`src/rtl/uart_tx_rx_monitor.sv`:
```
// uart_tx_rx_monitor
//   Receives the 8N1 byte stream on the SoC UART_TX pin and rebuilds the bytes
//   into a small FIFO that is drained with a valid/ready handshake. Framing
//   errors and FIFO overflow are flagged so software pass/fail text can be
//   checked in hardware.
// Ports
//   cpu_clk    : clock, all flops on the rising edge
//   porn       : asynchronous active-low reset
//   uart_line  : serial input, idle high
//   rx_data    : registered byte at the FIFO head
//   rx_valid   : FIFO not empty
//   rx_ready   : consumer accepts rx_data (pop on rx_valid & rx_ready)
//   fifo_level : number of bytes held
//   frame_err  : one-cycle pulse when the stop bit is sampled low
//   overflow   : sticky, set when a byte arrives while the FIFO is full
//   clr_ovf    : synchronous clear of overflow (a same-cycle set wins)
//   byte_cnt   : count of good bytes received, wraps
module uart_tx_rx_monitor #(
  parameter int unsigned BAUD_DIV   = 217,
  parameter int unsigned FIFO_DEPTH = 16
) (
  input  logic                          cpu_clk,
  input  logic                          porn,
  input  logic                          uart_line,
  output logic [7:0]                    rx_data,
  output logic                          rx_valid,
  input  logic                          rx_ready,
  output logic [$clog2(FIFO_DEPTH):0]   fifo_level,
  output logic                          frame_err,
  output logic                          overflow,
  input  logic                          clr_ovf,
  output logic [15:0]                   byte_cnt
);

  localparam int unsigned AW = $clog2(FIFO_DEPTH);
  localparam int unsigned CW = AW + 1;
  localparam logic [15:0] HALF_M1 = 16'(BAUD_DIV / 2 - 1);
  localparam logic [15:0] FULL_M1 = 16'(BAUD_DIV - 1);

  typedef enum logic [2:0] {IDLE, START, DATA, STOP, BREAK} state_t;

  state_t      state, state_next;
  logic        sync1, line_s;
  logic [15:0] bit_cnt;
  logic [2:0]  bit_idx;
  logic [7:0]  shreg;

  logic cnt_clr, idx_clr, shift_en, push_req, ferr_set;

  logic [7:0]    mem [FIFO_DEPTH];
  logic [AW-1:0] rd_ptr, wr_ptr, rd_next;
  logic [CW-1:0] count;
  logic          full, pop, do_push;

  // Two-flop synchronizer, idle-high reset so reset never looks like a start bit
  always_ff @(posedge cpu_clk or negedge porn) begin
    if (!porn) begin
      sync1  <= 1'b1;
      line_s <= 1'b1;
    end else begin
      sync1  <= uart_line;
      line_s <= sync1;
    end
  end

  always_ff @(posedge cpu_clk or negedge porn) begin
    if (!porn) state <= IDLE;
    else       state <= state_next;
  end

  always_comb begin
    state_next = state;
    cnt_clr    = 1'b0;
    idx_clr    = 1'b0;
    shift_en   = 1'b0;
    push_req   = 1'b0;
    ferr_set   = 1'b0;
    case (state)
      IDLE: begin
        cnt_clr = 1'b1;
        if (!line_s) state_next = START;
      end
      START: begin
        if (bit_cnt == HALF_M1) begin
          cnt_clr    = 1'b1;
          idx_clr    = 1'b1;
          state_next = line_s ? IDLE : DATA;
        end
      end
      DATA: begin
        if (bit_cnt == FULL_M1) begin
          cnt_clr  = 1'b1;
          shift_en = 1'b1;
          if (bit_idx == 3'd7) state_next = STOP;
        end
      end
      STOP: begin
        if (bit_cnt == FULL_M1) begin
          cnt_clr = 1'b1;
          if (line_s) begin
            push_req   = 1'b1;
            state_next = IDLE;
          end else begin
            ferr_set   = 1'b1;
            state_next = BREAK;
          end
        end
      end
      BREAK: begin
        // Stay here while the line is low so a held-low line cannot frame again
        cnt_clr = 1'b1;
        if (line_s) state_next = IDLE;
      end
      default: state_next = IDLE;
    endcase
  end

  always_ff @(posedge cpu_clk or negedge porn) begin
    if (!porn) begin
      bit_cnt   <= '0;
      bit_idx   <= '0;
      shreg     <= '0;
      frame_err <= 1'b0;
      byte_cnt  <= '0;
    end else begin
      bit_cnt   <= cnt_clr ? '0 : bit_cnt + 16'd1;
      if (idx_clr)       bit_idx <= '0;
      else if (shift_en) bit_idx <= bit_idx + 3'd1;
      if (shift_en)      shreg   <= {line_s, shreg[7:1]};
      frame_err <= ferr_set;
      if (push_req)      byte_cnt <= byte_cnt + 16'd1;
    end
  end

  assign full       = (count == CW'(FIFO_DEPTH));
  assign rx_valid   = (count != '0);
  assign fifo_level = count;
  assign pop        = rx_valid & rx_ready;
  assign do_push    = push_req & (~full | pop);
  assign rd_next    = pop ? rd_ptr + AW'(1) : rd_ptr;

  always_ff @(posedge cpu_clk) begin
    if (do_push) mem[wr_ptr] <= shreg;
  end

  always_ff @(posedge cpu_clk or negedge porn) begin
    if (!porn) begin
      rd_ptr   <= '0;
      wr_ptr   <= '0;
      count    <= '0;
      rx_data  <= '0;
      overflow <= 1'b0;
    end else begin
      rd_ptr <= rd_next;
      if (do_push) wr_ptr <= wr_ptr + AW'(1);
      case ({do_push, pop})
        2'b10:   count <= count + CW'(1);
        2'b01:   count <= count - CW'(1);
        default: count <= count;
      endcase
      // Registered head: when the new head slot is the one being written this
      // cycle (FIFO empty, or one entry popped), forward the incoming byte.
      if (do_push && (wr_ptr == rd_next)) rx_data <= shreg;
      else                                rx_data <= mem[rd_next];
      if (push_req && full && !pop) overflow <= 1'b1;
      else if (clr_ovf)             overflow <= 1'b0;
    end
  end

endmodule
```
`config.mk`:
```
export PLATFORM = sky130hd
export DESIGN_NAME = uart_tx_rx_monitor
export DESIGN_NICKNAME = d
export VERILOG_FILES = /design/src/rtl/uart_tx_rx_monitor.sv
export SDC_FILE = /design/constraint.sdc
export NUM_CORES = 1
export LEC_CHECK = 0
export ABC_AREA = 1
export CORE_MARGIN = 4
export CORE_UTILIZATION = 50
export CTS_CLUSTER_SIZE = 16
export DETAILED_ROUTE_END_ITERATION = 6
export GPL_TIMING_DRIVEN = 0
export PLACE_DENSITY = 0.67
export SLEW_MARGIN = 5
export SYNTH_ARGS = -nofsm -noshare
export SYNTH_HDL_FRONTEND = slang
export SYNTH_SLANG_ARGS = --single-unit
export TNS_END_PERCENT = 1
```
`constraint.sdc`:
```
create_clock -name cpu_clk -period 3 [get_ports cpu_clk]
set_clock_uncertainty 0.05 [all_clocks]
set_input_delay 0.6 -clock cpu_clk [delete_from_list [all_inputs] [get_ports cpu_clk]]
set_output_delay 0.6 -clock cpu_clk [all_outputs]
set_load 0.02 [all_outputs]
```
== Word level (Yosys, flattened, before mapping) ==
Memory sizes are Yosys's and may differ from the RTL's. A register that Yosys moved wholly into a read port is not among the register bits.
Cells that the tools add are included.
W data, S select, Z words.

* Word-level logic and storage cells: 81
* Output and inout port bits: 32
* Flip-flop bits (word level): 63
* Input bits: 5
* Memories: 1
* RAM bits: 128

* Bitwise operators: 4
* Muxes and demuxes: 29
* Add/sub/neg operators: 7
* Eq/ne operators: 16
* Reduce and logical (&&, ||, !) cells: 12

{| class="wikitable"
|+ Memories
! name !! words !! width !! rd ports !! clocked after Yosys merged registers in !! wr ports !! RTL line !! text
|-
| mem || 16 || 8 || 1 || 1 || 1 || 50 || <nowiki>logic [7:0] mem [FIFO_DEPTH];</nowiki>
|}

{| class="wikitable"
|+ Operators with widths
! operator !! number
|-
| $add A16 B1 Y16 const B || 2
|-
| $mux W3 || 9
|-
| $eq A16 B7 Y1 const B || 1
|-
| $eq A16 B8 Y1 const B || 1
|-
| $mux W16 || 1
|-
| $pmux W3 S5 || 1
|-
| $mux W1 || 14
|-
| $ne A2 B2 Y1 const B || 6
|-
| $pmux W5 S2 || 1
|-
| $add A4 B1 Y4 const B || 2
|-
| $eq A3 B2 Y1 const B || 2
|-
| $eq A3 B3 Y1 const B || 2
|-
| $reduce_and A6 Y1 || 1
|-
| $reduce_bool A2 Y1 || 3
|-
| $add A5 B1 Y5 const B || 1
|-
| $eq A5 B5 Y1 const B || 1
|-
| $reduce_bool A5 Y1 || 1
|-
| $sub A5 B1 Y5 const B || 1
|-
| $mux W4 || 1
|-
| $reduce_or A2 Y1 || 2
|-
| $add A3 B1 Y3 const B || 1
|-
| $eq A3 B1 Y1 const B || 1
|-
| $logic_not A3 Y1 || 1
|-
| $pmux W1 S3 || 1
|-
| other kinds (8) || 11
|}

== Logic depth before layout (Yosys ltp) ==
Gate-level depths: netlist (run 1).

* Depth after elaboration: 6
* Depth in mapped cells: 15
* Depth with buffers taken out: 15

== Worst setup path before layout (run 1) ==
OpenSTA, ideal clock, no wires.

* Path kind: flip-flop to flip-flop
* Start point: reg count[1] (netlist: fifo_level[1])
* End point: reg count[4] (netlist: fifo_level[4])
* Data arrival time: 2156 ps
* Stages on the path, launching flop included: 15
* Buffers on the path: 0
* Data required time: 2832 ps
* Path slack: 676 ps
* Cell sequence: dfrtp_1 > nor2_2 > nand3_2 > nand2_4 > inv_4 > nand2_1 > inv_1 > ha_1 > nand2_1 > o21ai_0 > nand2_1 > nand2_1 > nand2_1 > xor2_1 > inv_1

* Cells in the longest elaborated chain, start to end: 6

{| class="wikitable"
|+ Ends and longest elaborated chain
! item !! RTL line !! text
|-
| from (decl) || 52 || <nowiki>logic [CW-1:0] count;</nowiki>
|-
| from (signal assigned) || 157 || <nowiki>2'b10: count <= count + CW'(1);</nowiki>
|-
| from (signal assigned) || 158 || <nowiki>2'b01: count <= count - CW'(1);</nowiki>
|-
| from (signal assigned) || 159 || <nowiki>default: count <= count;</nowiki>
|-
| $reduce_bool A5 Y1 * || 136 || <nowiki>assign rx_valid = (count != '0);</nowiki>
|-
| via rx_valid || 26 || <nowiki>output logic rx_valid,</nowiki>
|-
| $and A1 B1 Y1 * || 138 || <nowiki>assign pop = rx_valid & rx_ready;</nowiki>
|-
| $or A1 B1 Y1 || 139 || <nowiki>assign do_push = push_req & (~full | pop);</nowiki>
|-
| $and A1 B1 Y1 || 139 ||
|-
| $eq A2 B1 Y1 / $eq A2 B2 Y1 (equally long branches) || 156 || <nowiki>case ({do_push, pop})</nowiki>
|-
| $pmux W5 S2 / $reduce_bool A2 Y1 (equally long branches) || -- ||
|}

The timed path passes the listed nets; every way through them passes the cells marked *.
A chain may end at the register's enable or synchronous reset.

== Worst setup path in the final report (run 1) ==
* Start point: reg bit_cnt[0]
* End point: mem mem[12][5], enable pin

* Cells in the longest elaborated chain, start to end: 6

{| class="wikitable"
|+ Ends and longest elaborated chain
! item !! RTL line !! text
|-
| from (decl) || 44 || <nowiki>logic [15:0] bit_cnt;</nowiki>
|-
| from (signal assigned) || 126 || <nowiki>bit_cnt <= cnt_clr ? '0 : bit_cnt + 16'd1;</nowiki>
|-
| $eq A16 B8 Y1 || 98 || <nowiki>if (bit_cnt == FULL_M1) begin</nowiki>
|-
| $mux W1 || 98 ||
|-
| $mux W1 || 78 || <nowiki>case (state)</nowiki>
|-
| $and A1 B1 Y1 || 139 ||
|-
| $mux W1 || 143 || <nowiki>if (do_push) mem[wr_ptr] <= shreg;</nowiki>
|-
| $mux W1 (not written as such) || 143 ||
|-
| to (decl) || 50 ||
|}

No other way between the ends.

==> results of run 1 <==
-- registers in the layout (all words and copies together) (netlist names) --
register and flops:
byte_cnt 16, mem 128, overflow 1, line_s 1
rx_data 8, bit_idx 3, shreg 8, rd_ptr 4
fifo_level 5, frame_err 1, wr_ptr 4, sync1 1
bit_cnt 16, state 3
-- per-stage QoR --
stage          utilization (%)  hold slack, ns  instances
2_1_floorplan                -           0.254        940
3_3_place_gp              54.9           0.297       1205
3_5_place_dp              55.1           0.306       1206
4_1_cts                   58.6         0.00590       1238
5_1_grt                   58.8          0.0195       1238
6_report                  58.8         0.00283       1238
-- placed cells by master, fill, tap and decap left out, drive strengths merged --
master,netlist,routed
o21ai,23,23
nand4,18,18
xor2,21,21
a21oi,7,7
o22ai,1,1
bufinv,0,3
xnor2,10,10
nand3b,35,35
nand2b,1,1
fa,1,1
clkbuf,2,19
nor4,6,6
nor3b,4,4
nand2,182,182
dfrtp,69,69
edfxtp,128,128
o211ai,1,1
clkinv,1,7
nor2,64,64
clkinvlp,0,1
buf,30,32
dfstp,2,2
clkdlybuf4s50,0,35
inv,146,151
ha,13,13
nand3,158,158
nor3,15,15
a22o,2,2
-- power breakdown --
group	switching, mW	internal, mW	total, mW
clock network	1.10	1.35	2.45
registers	0.107	3.01	3.12
logic	2.12	1.06	3.17
-- cell families (layout without fill, tap and decap cells) --
| logic type | after synthesis | count (layout) |
|---|---|---|
| compound gates | 34 | 34 |
| xor+xnor | 31 | 31 |
| fa+ha+maj | 14 | 14 |
| buf+inv | 179 | 248 |
| flops | 199 | 199 |
| simple gates | 483 | 483 |
-- metal layers --
metal | vias to the layer above | track usage (%)
met5 | - | 0
met4 | 0 | 7.36
met3 | 38 | 4.14
met2 | 269 | 32.8
met1 | 3182 | 32.9
li1 | 3233 | -
-- synth_stat cells, types with 3 or more instances --
master / count
nand2_2: 3
dfrtp_1: 69
ha_1: 13
nand3_1: 156
nor3b_1: 4
a21oi_1: 6
o21ai_0: 17
o21ai_1: 3
buf_6: 3
nor2_1: 59
inv_1: 143
xor2_1: 19
nand3b_1: 35
nand2_1: 178
buf_2: 22
edfxtp_1: 128
nor4_1: 6
nor3_1: 14
nor2_2: 4
buf_4: 5
xnor2_1: 10
nand4_1: 17
-- worst paths after layout --
kind	from	to	slack (ns)	depth (start not counted)
worst min-delay path	porn	byte_cnt[8]	0.003	1
worst min register to register	sync1	line_s	0.31	0
worst max-delay path	bit_cnt[0]	mem[12][5]	0.05	10
worst max register to register	bit_cnt[0]	mem[12][5]	0.05	10
max in group asynchronous	porn	line_s	2.30	2
min in group cpu_clk	sync1	line_s	0.31	0
-- area by class of cell --
type	count	area, sq um	share of cell area (%)
Clock buffer	17	425	3.98
Sequential cell	199	5620	52.5
Inverter	147	554	5.18
Timing Repair Buffer	37	385	3.60
Clock inverter	15	214	2.00
Buffer	32	189	1.77
Multi-Input combinational cell	562	3020	28.3
Tap cell	229	287	2.68
-- worst max-delay path: cells and delay by family (launching register included) --
family,cells,cell delay [ns]
adder cells (fa/ha/maj),1,0.14
buffers and inverters,2,0.20
flip-flops,1,0.43
AND/OR/NAND/NOR,7,1.74
-- repair_timing --
item / 4_1_cts / 5_1_grt
gates resized for setup: 0 / 14
hold endpoints to repair: 0 / 0
buffers inserted: 0 / 0
endpoints found under the setup margin: 0 / 129
==> qor.yml, run 1 <==
ant_nets: 0
syn_inst: 940
holdCritPathClass: "primary input to async pin"
synth_ff_type: "edfxtp_1"
grt_max_degree: 50
setup_viol: 0
dieArea_sq_um: 21000
synth_edf_count: 128
post-route-min-period_ns: 2.95
core_region_area_sq_um: 18200
cp_common_cell: "nor2_1"
place_ws_ns: -0.147
antenna_found_initial: 0
cts_buffer_depth: 2
syn_nets: 959
synth_top_family_by_area: "simple AND/OR/NAND/NOR gates"
gr-total-overflow: 0
firstDrtPassIters: 6
top_layer_used: "met4"
routedWlPerCell_microns: 17.7
initialDrtViolationCount: 627
synth_seq_area_share_pct: 60.1
synth_cell_types: 42
htreeDepth: 4
cts_tree: "yes"
ctsHoldBuffers: 0
area_growth_pct: 14.4
drive_above_1_share_pct: 10.1
finalHoldViolations: 0
dr_wl_met2_microns: 9670
drv_cap: 0
synth_simple_gate_area_share_pct: 24.6
grt_pass1_wl_microns: 34700
clock-sinks: 199
die_height_microns: 145
fin_nets: 1015
critPathRequiredTime_ns: 3.02
io_pins: 37
avgSynthCellArea_sq_um: 9.95
num_vias: 6722
fp-row-count: 49
wl_met1_microns: 10100
relSlewSlack_pct: 41.4
slew_violations: 0
grt_pass1_vias: 6382
synthAdderAreaFrac_pct: 1.95
powerDensity_nw_per_um2: 817
synthXorXnorAreaFrac_pct: 3.06
muxShareOfSynthArea_pct: 0
total_power_mw: 8.74
fill_cells: 1504
cp-start-kind: "flip-flop"
diodes: 0
setup_ws_ns: 0.0541
worst-setup-path-type: "flip-flop to flip-flop"
synth_area_sq_um: 9350
start_util_pct: 51.4
grtUsageTotal_pct: 22.0
routed_wl_microns: 22000
cp_cell_sequence: "inv_1, ha_1, nand4_1, nor2_1, nand2_1, inv_1, nand3_1, nor2_1, nand2_1, nor2_1"
yosysTopAreaCell: "edfxtp_1"
synthTopCellsByArea: "edfxtp_1 (41%), dfrtp_1 (18%), nand3_1 (8.3%)"
clkTransAtPathRegs_ns: 0.07
fmax_ghz: 0.339
synth_compound_area_share_pct: 2.34
yosys_register_bits: 199
route.met3.wl_microns: 1590
arrival_ns: 2.96
drc_errors: 0
clockRootBuffer: "clkbuf_16"
worst_path_max_delay_cell: "nor2_1"
cp-end-kind: "flip-flop"
finalInstanceArea_sq_um: 10700
rsz0062_at_grt: "true"
viasPerCell: 5.43
ys_warn_count: 0
tns_ns: 0
synth_top_area_share_pct: 41.1
leakagePower_nw: 4.55
async_reset_ff_share_pct: 35.7
peakVddDrop_v: 0.000545
status: "complete, no violations"
finalCritPeriodShare_pct: 98.2
dpl_cell_area_sq_um: 10000
place_congestion: 0.949
tightestPinTransition_ns: 0.878
cts-buffers-inserted: 17
path_max_fanout: 8
chipWidth_microns: 145
clock_latency_ns: 0.44
slowest_delay_ns: 0.66
hpwl_microns: 15000
portBuffers: 36
Power figures use the tool's default switching activity.
==> run 2: changes to the inputs <==
- PLACE_DENSITY: 0.67 -> 0.69
- clock period: 3 -> 2.4 ns (I/O delays scaled with it)
==> qor.yml, run 2 (synthesis gave the netlist of run 1 again) <==
status: "complete, but fails checks"
violations: "negative setup slack"
place_ws_ns: -0.564  # -0.418 ns
final_common_cell: "nand2_1"
routedWlPerCell_microns: 18.0  # +1.7%
critPathRequiredTime_ns: 2.70  # -0.32 ns
slowest_delay_ns: 0.46  # -0.20 ns
core_region_area_sq_um: 18200  # unchanged
diodes: 0  # unchanged
largest_register_ffs: 128  # unchanged
dieArea_sq_um: 21000  # unchanged
gr-total-overflow: 0  # unchanged
die_height_microns: 145  # unchanged
chipWidth_microns: 145  # unchanged
initialDrtViolationCount: 729  # +16%
finalInstanceArea_sq_um: 11100  # +4.0%
startpoint: "rd_ptr[0]"
place_congestion: 1.07  # +12%
path_buf_inv: 1  # -1
slew_violations: 0  # unchanged
start_util_pct: 51.4  # unchanged
sw_frac_of_total_pct: 38.6  # +0.63 points
setup_viol: 1  # +1
clock-sinks: 199  # unchanged
hold_start: "sync1"
grt_pass1_wl_microns: 35000  # +0.64%
htreeDepth: 4  # unchanged
worst_path_max_delay_cell: "dfrtp_1"
pwr-share-comb_pct: 39.4  # +3.1 points
drv_cap: 0  # unchanged
clock_latency_ns: 0.43  # about the same
grt_max_degree: 46  # -8.0%
cp_cell_sequence: "ha_1, o21ai_2, buf_2, nand3_1, nand3_1, nand3_1, nand2_1, nand2_1, nand2_1"
fill_cells: 1443  # -4.1%
cts_tree: "yes"
internal_power_mw: 6.72  # +24%
largestRegisters: "mem x128, bit_cnt x16, byte_cnt x16"
power_frac_clock_pct: 24.7  # -3.3 points
most-common-layout-cells: "nand2_1 (169), nand3_1 (149), inv_1 (141)"
arrival_ns: 2.73  # -0.23 ns
grtUsageTotal_pct: 22.1  # +0.087 points
area_growth_pct: 19.0
cts_buffer_depth: 2  # unchanged
antenna_found_initial: 0  # unchanged
io_pins: 37  # unchanged
ant_nets: 0  # unchanged
p_sw_mw: 4.23  # +27%
drc_errors: 0  # unchanged
place_inst: 1206  # unchanged
tns_ns: -0.0242  # -0.0242 ns
drive_above_1_share_pct: 14.7  # +4.6 points
instances_no_fill: 1261  # +1.9%
worst-setup-path-type: "flip-flop to flip-flop"
total_power_mw: 10.9  # +25%
firstDrtPassIters: 6  # unchanged
fmax_ghz: 0.413  # +22%
largest-register: "mem"
finalHoldViolations: 0  # unchanged
hpwl_microns: 14800  # -1.3%
powerDensity_nw_per_um2: 984  # +20%
routed_wl_microns: 22700  # +3.5%
path_delay_family: "simple AND/OR/NAND/NOR gates"
setup_ws_ns: -0.0242  # -0.0782 ns
seqPwrFrac_pct: 35.8  # about the same
path_max_fanout: 10  # +2
post-route-min-period_ns: 2.42  # -0.522 ns
leakagePower_nw: 4.67  # +2.8%
r2r-start: "rd_ptr[0]"
viasPerCell: 5.47  # +0.79%
peakVddDrop_v: 0.000656  # +20%
tightestPinTransition_ns: 0.837  # -0.0408 ns
grt_pass1_vias: 6448  # +1.0%
cp-end-kind: "flip-flop"
clockRootBuffer: "clkbuf_16"
cts-buffers-inserted: 17  # unchanged
fp-row-count: 49  # unchanged
cp-start-kind: "flip-flop"
finalCritPeriodShare_pct: 101  # +2.8 points
fin_nets: 1038  # +2.3%
portBuffers: 36  # unchanged
relSlewSlack_pct: 44.2  # +2.7 points
rsz0062_at_grt: "true"
holdCritPathClass: "flip-flop to flip-flop"
dpl_cell_area_sq_um: 10000  # unchanged
clkTransAtPathRegs_ns: 0.07  # about the same
num_vias: 6901  # +2.7%
-- run 2: cell count changes in the layout (fill, tap and decap cells not counted), sizes merged --
cell         previous run  this run
buf                    32        51
bufinv                  3         1
clkbuf                 19        24
clkinv                  7         4
clkinvlp                1         5
dlygate4sd3             0         1
inv                   151       150
-- run 2: final timing paths --
check	end	slack, ns	cells past startpoint
min in group asynchronous	byte_cnt[13]	0.45	2
max	rx_data[2]	-0.02	9
max reg2reg	rx_data[2]	-0.02	9
min	line_s	0.31	0
max in group asynchronous	sync1	1.24	3
min reg2reg	line_s	0.31	0
-- run 2: layout make-up --
type | count | area [sq um] | share of cell area, %
Sequential cell | 199 | 5620 | 50.5
Multi-Input combinational cell | 562 | 3250 | 29.2
Timing Repair Buffer | 60 | 636 | 5.71
Inverter | 147 | 561 | 5.04
Clock buffer | 19 | 433 | 3.89
Tap cell | 229 | 287 | 2.58
Buffer | 32 | 220 | 1.98
Clock inverter | 13 | 120 | 1.08
-- run 2: worst reg2reg max path: stages, from the launching register on --
cell,delay [ns]
dfrtp_1,0.46
ha_1,0.36
o21ai_2,0.39
buf_2,0.34
nand3_1,0.15
nand3_1,0.18
nand3_1,0.13
nand2_1,0.09
nand2_1,0.06
nand2_1,0.12
-- run 2: through the flow --
step                util [%]  hold WS (ns)
floorplan                  -         0.134
global placement        54.9         0.298
detailed placement      55.1         0.298
CTS                     59.3         0.308
global route            61.1         0.311
finish                  61.1         0.307
-- run 2: per-layer routing --
layer | global-route usage [%] | vias up | wire length [microns]
met3 | 4.40 | 60 | 1830
met5 | 0 | - | 0
met1 | 31.7 | 3256 | 9730
met4 | 8.35 | 0 | 775
met2 | 33.6 | 315 | 10400
li1 | - | 3270 | -
-- run 2: what timing repair did --
item                                    4_1_cts  5_1_grt
hold buffers                                  1        0
hold endpoints to repair                     26        0
endpoints found under the setup margin      130      139
buffers inserted                              5       17
pin swaps                                     3       20
resized for setup                            42       41
-- run 2: power by group through the flow --
stage	clock network, mW	registers [mW]	logic [mW]
floorplan	0	4.07	2.45
global placement	0	3.98	3.84
detailed placement	0	3.98	3.87
CTS	2.73	3.91	3.92
global route	2.89	3.94	4.63
finish	2.71	3.92	4.32
